[src/rtl/io_reg_responder.sv]
// Memory-mapped register responder: a 64-byte window holding 15 R/W registers
// and a free-running cycle counter, answered after a fixed, programmable latency.
module io_reg_responder #(
  parameter logic [31:0] BASE_ADDR   = 32'h0000_0000,
  parameter int unsigned WAIT_CYCLES = 1
) (
  input  logic        iCLOCK,
  input  logic        iRESET,
  input  logic        iIO_REQ,
  output logic        oIO_BUSY,
  input  logic [1:0]  iIO_ORDER,
  input  logic        iIO_RW,
  input  logic [31:0] iIO_ADDR,
  input  logic [31:0] iIO_DATA,
  output logic        oIO_VALID,
  output logic [31:0] oIO_DATA
);

  typedef enum logic [1:0] {ST_IDLE, ST_WAIT, ST_RESP} state_t;

  localparam logic [3:0] WAIT_LOAD = (WAIT_CYCLES == 0) ? 4'd0 : 4'(WAIT_CYCLES - 1);

  state_t      state_q;
  logic [3:0]  wait_cnt_q;
  logic        busy_q;
  logic        valid_q;
  logic [31:0] data_q;
  logic [31:0] rdata_q;
  logic [31:0] cycle_cnt_q;
  logic [31:0] regs_q [15];
  logic [31:0] regs_d [15];

  logic        hit;
  logic        accept;
  logic [3:0]  offset;
  logic [4:0]  lane_shift;
  logic [31:0] lane_mask;
  logic [31:0] sel_word;
  logic [31:0] rd_data;
  logic [31:0] wr_word;

  // NOTE: every variable gets a default at the top of always_comb so no path
  // leaves it unassigned, which would otherwise infer a latch.
  always_comb begin
    hit        = (iIO_ADDR[31:6] == BASE_ADDR[31:6]);
    offset     = iIO_ADDR[5:2];
    accept     = (state_q == ST_IDLE) && iIO_REQ && hit;
    lane_shift = '0;
    lane_mask  = '0;

    // Offset 0xF falls through to the counter; it never matches a register.
    sel_word = cycle_cnt_q;
    for (int i = 0; i < 15; i++) begin
      if (offset == 4'(i)) sel_word = regs_q[i];
    end

    case (iIO_ORDER)
      2'b00: begin
        lane_shift = {iIO_ADDR[1:0], 3'b000};
        lane_mask  = 32'h0000_00FF << lane_shift;
      end
      2'b01: begin
        lane_shift = {iIO_ADDR[1], 4'b0000};
        lane_mask  = 32'h0000_FFFF << lane_shift;
      end
      2'b10:   lane_mask = '1;
      default: lane_mask = '0;
    endcase

    rd_data = (sel_word & lane_mask) >> lane_shift;
    wr_word = iIO_DATA << lane_shift;

    for (int i = 0; i < 15; i++) begin
      regs_d[i] = regs_q[i];
      if (accept && !iIO_RW && (offset == 4'(i)))
        regs_d[i] = (regs_q[i] & ~lane_mask) | (wr_word & lane_mask);
    end
  end

  // NOTE: the register bank is plain flops, not a RAM macro, so it can and must
  // be cleared by reset along with the rest of the state.
  always_ff @(posedge iCLOCK or posedge iRESET) begin
    if (iRESET) begin
      state_q     <= ST_IDLE;
      wait_cnt_q  <= '0;
      busy_q      <= 1'b0;
      valid_q     <= 1'b0;
      data_q      <= '0;
      rdata_q     <= '0;
      cycle_cnt_q <= '0;
      for (int i = 0; i < 15; i++) regs_q[i] <= '0;
    end else begin
      // NOTE: non-blocking assignments keep every flop reading pre-edge values.
      cycle_cnt_q <= cycle_cnt_q + 32'd1;
      for (int i = 0; i < 15; i++) regs_q[i] <= regs_d[i];
      valid_q <= 1'b0;
      data_q  <= '0;

      case (state_q)
        ST_IDLE: begin
          if (accept) begin
            busy_q  <= 1'b1;
            rdata_q <= iIO_RW ? rd_data : '0;
            if (WAIT_CYCLES == 0) begin
              state_q <= ST_RESP;
              valid_q <= 1'b1;
              data_q  <= iIO_RW ? rd_data : '0;
            end else begin
              state_q    <= ST_WAIT;
              wait_cnt_q <= WAIT_LOAD;
            end
          end
        end
        ST_WAIT: begin
          if (wait_cnt_q == 4'd0) begin
            state_q <= ST_RESP;
            valid_q <= 1'b1;
            data_q  <= rdata_q;
          end else begin
            wait_cnt_q <= wait_cnt_q - 4'd1;
          end
        end
        ST_RESP: begin
          state_q <= ST_IDLE;
          busy_q  <= 1'b0;
        end
        default: state_q <= ST_IDLE;
      endcase
    end
  end

  assign oIO_BUSY  = busy_q;
  assign oIO_VALID = valid_q;
  assign oIO_DATA  = data_q;

endmodule

[config.mk]
export PLATFORM = sky130hd
export DESIGN_NAME = io_reg_responder
export DESIGN_NICKNAME = d
export VERILOG_FILES = /design/src/rtl/io_reg_responder.sv
export SDC_FILE = /design/constraint.sdc
export NUM_CORES = 2
export LEC_CHECK = 0
export ABC_CLOCK_PERIOD_IN_PS = 45700
export BUFFER_PORTS_ARGS = -buffer_cell sky130_fd_sc_hd__buf_2
export CELL_PAD_IN_SITES_DETAIL_PLACEMENT = 0
export CELL_PAD_IN_SITES_GLOBAL_PLACEMENT = 1
export CORE_MARGIN = 4
export CORE_UTILIZATION = 45
export CTS_CLUSTER_DIAMETER = 80
export CTS_CLUSTER_SIZE = 10
export DETAILED_ROUTE_END_ITERATION = 7
export PLACE_DENSITY_LB_ADDON = 0.05
export SYNTH_ARGS = -nofsm -noshare
export SYNTH_HDL_FRONTEND = slang
export SYNTH_SLANG_ARGS = --single-unit
[constraint.sdc]
create_clock -name iCLOCK -period 45.7 [get_ports iCLOCK]
set_input_delay 2.285 -clock iCLOCK [delete_from_list [all_inputs] [get_ports iCLOCK]]
set_output_delay 2.285 -clock iCLOCK [all_outputs]
set_load 0.05 [all_outputs]
## After elaboration in Yosys (flattened, before gate mapping)

Cells that the tools add are included.

- Bits in registers: 584
- Bits of input ports: 70
- Output and inout port bits: 34
- Logic and storage cells: 142

- $add $sub $neg: 2
- Equality and inequality tests: 21
- Shift-type cells: 4
- Muxes and demuxes: 30
- Bitwise operators: 33
- Reduce and logical (&&, ||, !) cells: 30

Operators with widths:

| operator | count |
|---|---|
| 32-bit two-way mux | 18 |
| 32-bit AND | 17 |
| 32-bit bitwise OR | 15 |
| 32-bit case mux with 3 select lines | 1 |
| 32-bit by 1-bit adder with 32-bit output (second input constant) | 1 |
| 32-bit inverter | 1 |
| 16-bit by 5-bit << shifter with 32-bit output (first input constant) | 1 |
| 32-bit by 5-bit << shifter with 32-bit output | 1 |
| 8-bit by 5-bit << shifter with 32-bit output (first input constant) | 1 |
| 32-bit by 5-bit >> shifter with 32-bit output | 1 |
| 4-bit == test (second input constant) | 7 |
| 26-bit logical NOT | 1 |
| 1-bit logical AND | 18 |
| 4-bit by 3-bit == test with 1-bit output (second input constant) | 4 |
| 5-bit case mux with 2 select lines | 1 |
| 4-bit by 2-bit == test with 1-bit output (second input constant) | 2 |
| 4-bit logical NOT | 2 |
| 4-bit two-way mux | 2 |
| 4-bit case mux with 2 select lines | 1 |
| 2-bit != test (second input constant) | 3 |
| 2-bit AND reduction | 3 |
| 2-bit by 1-bit == test with 1-bit output (second input constant) | 2 |
| 2-bit == test (second input constant) | 2 |
| 4-bit by 1-bit == test with 1-bit output (second input constant) | 1 |
| 9 further kinds | 14 |

## Logic depth before layout (Yosys ltp)

- Depth in word-level cells: 19
- Mapped depth: 12
- Depth with buffers taken out: 7

## Worst setup path after synthesis

OpenSTA, ideal clock, no wires.

- Kind: input to register
- Start: in iIO_ADDR[8]
- End: reg (tool-made name)
- Setup time: 0.125 ns
- Arrival time: 3.967 ns
- Data required time: 45.575 ns
- Path slack: 41.609 ns
- Cell stages on the path: 7
- Buffers on the path: 1
- Path through: nor4_1 > nand4_1 > nor2_2 > buf_6 > nand3_4 > nor3_4 > mux2_2

RTL lines:

| element | RTL line | source |
|---|---|---|
| from (decl) | 13 | `input logic [31:0] iIO_ADDR,` |

## Worst setup path after layout

- Start: in iIO_ADDR[2]
- End: reg rdata_q[7]

- Longest elaborated chain between the ends: 19
- Elaborated cells on any way between the ends: 33
- Those cells by class: eq/ne (14); shift (1); mux (16); bitwise (1); reduce/logical (1)

RTL lines:

| element | RTL line | source |
|---|---|---|
| 4-bit logical NOT | 54 | `if (offset == 4'(i)) sel_word = regs_q[i];` |
| 32-bit two-way mux (14 in a row) | 54 |  |
| 32-bit two-way mux (*) | 54 |  |
| 32-bit AND (*) | 70 | `rd_data = (sel_word & lane_mask) >> lane_shift;` |
| 32-bit by 5-bit >> shifter with 32-bit output (*) | 70 |  |
| 32-bit two-way mux (*) | 103 | `rdata_q <= iIO_RW ? rd_data : '0;` |
| to (signal assigned) | 103 |  |
| to (decl) | 28 | `logic [31:0] rdata_q;` |

Every way passes the cells marked *; elsewhere a longest branch is shown, timed or not.
A chain may end at the register's enable or synchronous reset.

==> metrics.txt <==
outcome=complete, no violations; largest net degree at the start of global routing=about 110; final setup margin=39820 ps; row count=between 90 and 100; Max Fanout on Critical Path=83; Hold WC Path Type=reg2reg; syn_nets=around 2700; synth unique cells=94; Setup-failing EPs final=0; # fillers=5684; Ys Warns=0; global-route wire length before repair=approximately 160 mm; Synth top area share=approximately 51%; post-CTS sizing=0; Hold WS=between 400 and 500 ps; H-tree levels=3; Clock Tree Buf Depth=3; final HPWL from detailed placement=73.5 mm; Die Area=between 60000 and 70000 um^2; postcts setup bufs=0; Post-synth top cells=dfrtp_1 (584), mux2_2 (340), nand2_1 (258); Max Cap Viol=0; Post-Syn Instances=2626; Worst VDD drop=26.9 uV; minimum clock period=roughly 5900 ps; highest routing layer actually used=met4; count leader, synth=dfrtp_1; Seq/Total Area, Yosys=approximately half; met2 WL=around 45 mm; DR vias=approximately 22000; drt drc=0; EDFF count, synth=0; fin. max-slew vios=0; final hold violations=0; clk_skew=a little over 20 ps; CTS root buf=clkbuf_16; final core utilization=50.3%; pre-CTS setup slack=39250 ps; Least-Margin Pin Slew=about 1200 ps; clk sink count=about 580; Syn Area/Cell=approximately 11 um^2; Yosys top cell by area=dfrtp_1; ANT cells=0; GRT Total Usage=31.1%; LEAKAGE=~15 nW; Achievable Freq=about 170 MHz; drt wl/cell=about 30 um; mapped cell area=28600 um^2; required time worst endpoint=46210 ps; Die Width=around 260 um; Initial Util=between 40% and 50%; crit share post-route=12.9%; number of global-route vias before repair=between 20000 and 25000; Placed Cells=about 3500; hold_buf cts=0; Reg clk slew, reported paths=~60 ps; RSZ-0062 raised after global routing=false; synthesis-stage register bit count=slightly below 600; final net count=~2800; number of routed nets with antenna violations=0; GRT overflow=0; drt total wl=approximately 110 mm; share of cells above drive strength 1=26.0%; I/O pins=about 100; initial antenna violation count=2; worst skew pair latency=slightly above 600 ps; Data arrival, critical path=6390 ps; share of flip-flops with an asynchronous set or reset=100%; crit start category=input pin; synth top area cells=dfrtp_1 (51%), mux2_2 (13%), o21ai_0 (4.0%); Layout area overhead=10.8%; Metal-1 WL=approximately 47 mm; router iterations before antenna repair=7; non-filler cells, final=roughly 3500; CP endpoint kind=flop; via density per instance=6.31; setup tns final=0 ps; Die Y=between 200 and 300 um; Iter 0 DRT Violations=roughly 2600; Pwr per Cell Area=roughly 35 nW/um^2; CTS tree=done; met3 wire len=10.1 mm; relative slew slack=slightly below 20%; GP Congestion=~0.90; CTS Buf Count=68; main flop type after synthesis=dfrtp_1; Port Buffers=approximately 100; core area=~63000 um^2; Setup CP Type=in2reg
final timing paths:
kind | start | slack [ps] | cells past startpoint | to
max reg2reg | state_q[0]$_DFFE_PP0P_ | 42300 | 7 | flop
max in group asynchronous | iRESET | 40150 | 6 | asynchronous set/reset pin
min in group asynchronous | iRESET | 1760 | 2 | oIO_DATA[5]$_DFF_PP0_
max | iIO_ADDR[2] | 39820 | 9 | rdata_q[7]$_DFFE_PP0P_
min reg2reg | flop | 470 | 2 | flop
min | flop | 470 | 2 | flop
power breakdown:
part | leakage (nW) | total [W] | switching (W) | internal [W]
Sequential | 8.15 | 0.000517 | 0.000000000346 | 0.000517
Combinational | 5.72 | 0.000101 | 0.0000775 | 0.0000235
Clock | 0.899 | 0.000486 | 0.000211 | 0.000275
Total | 14.8 | 0.00110 | 0.000289 | 0.000815
layout by cell type (no fill, tap or decap), types with 10 or more instances in the layout:
cell type,count
dfrtp_1,584
mux2_2,340
nand2_1,258
o21ai_0,226
nor2_1,185
a21oi_1,168
buf_2,99
buf_4,79
clkbuf_16,71
o22ai_1,52
and2_1,38
mux2i_1,36
and3_1,30
o221ai_1,28
nand3_1,27
xnor2_1,25
a22oi_1,23
nand2b_1,22
nor3_4,21
o211ai_1,19
a221oi_1,19
nor2b_1,17
nor2_2,16
inv_1,14
mux4_2,14
nand4_1,12
a222oi_1,12
a21o_1,12
nor3_1,11
nor3_2,11
a22o_1,11
a211oi_1,11
a31oi_1,10
kinds of logic (layout without fill, tap and decap cells):
group / count (synthesis) / in the layout / synth area share (%)
buffers and inverters: 205 / 271 / 3.54
xor gates and xnor gates: 33 / 33 / 1.01
DFF: 584 / 584 / 51.1
adders and majority gates: 3 / 3 / 0.131
and+or+nand+nor: 720 / 720 / 13.2
muxes: 390 / 390 / 15.8
AOI/OAI and AO/OA: 691 / 691 / 15.2
worst max-delay path: stages:
cell      delay [ps]
clkbuf_8         530
buf_4            610
nand2b_1         800
nor2_1           940
a221oi_1         210
o211a_1          200
o21ai_0          310
a211oi_1         130
o31ai_1          250
per-stage QoR:
| step | area [um^2] | power [W] |
|---|---|---|
| 2_1_floorplan | 28600 | 0.000582 |
| 3_5_place_dp | 29800 | 0.000625 |
| 4_1_cts | 31700 | 0.00111 |
| 5_1_grt | 31700 | 0.00114 |
| 6_report | 31700 | 0.00110 |
| 3_3_place_gp | 29800 | 0.000625 |
final cells by class:
class / count / area (um^2) / area share [%]
clock buffers: 72 / 1780 / 5.62
repair buffers: 179 / 1100 / 3.48
inverters: 15 / 63.8 / 0.201
well taps: 846 / 1060 / 3.34
multi-input cells: 1837 / 13000 / 41.0
clock inverters: 5 / 57.6 / 0.182
flip-flops and latches: 584 / 14600 / 46.1
per-layer routing:
metal	global-route usage [%]	vias to the layer above
met4	8.51	0
met1	46.6	11500
li1	-	9606
met2	45.3	1085
met3	7.63	176
met5	0	-
(Power assumes the default switching activity.)
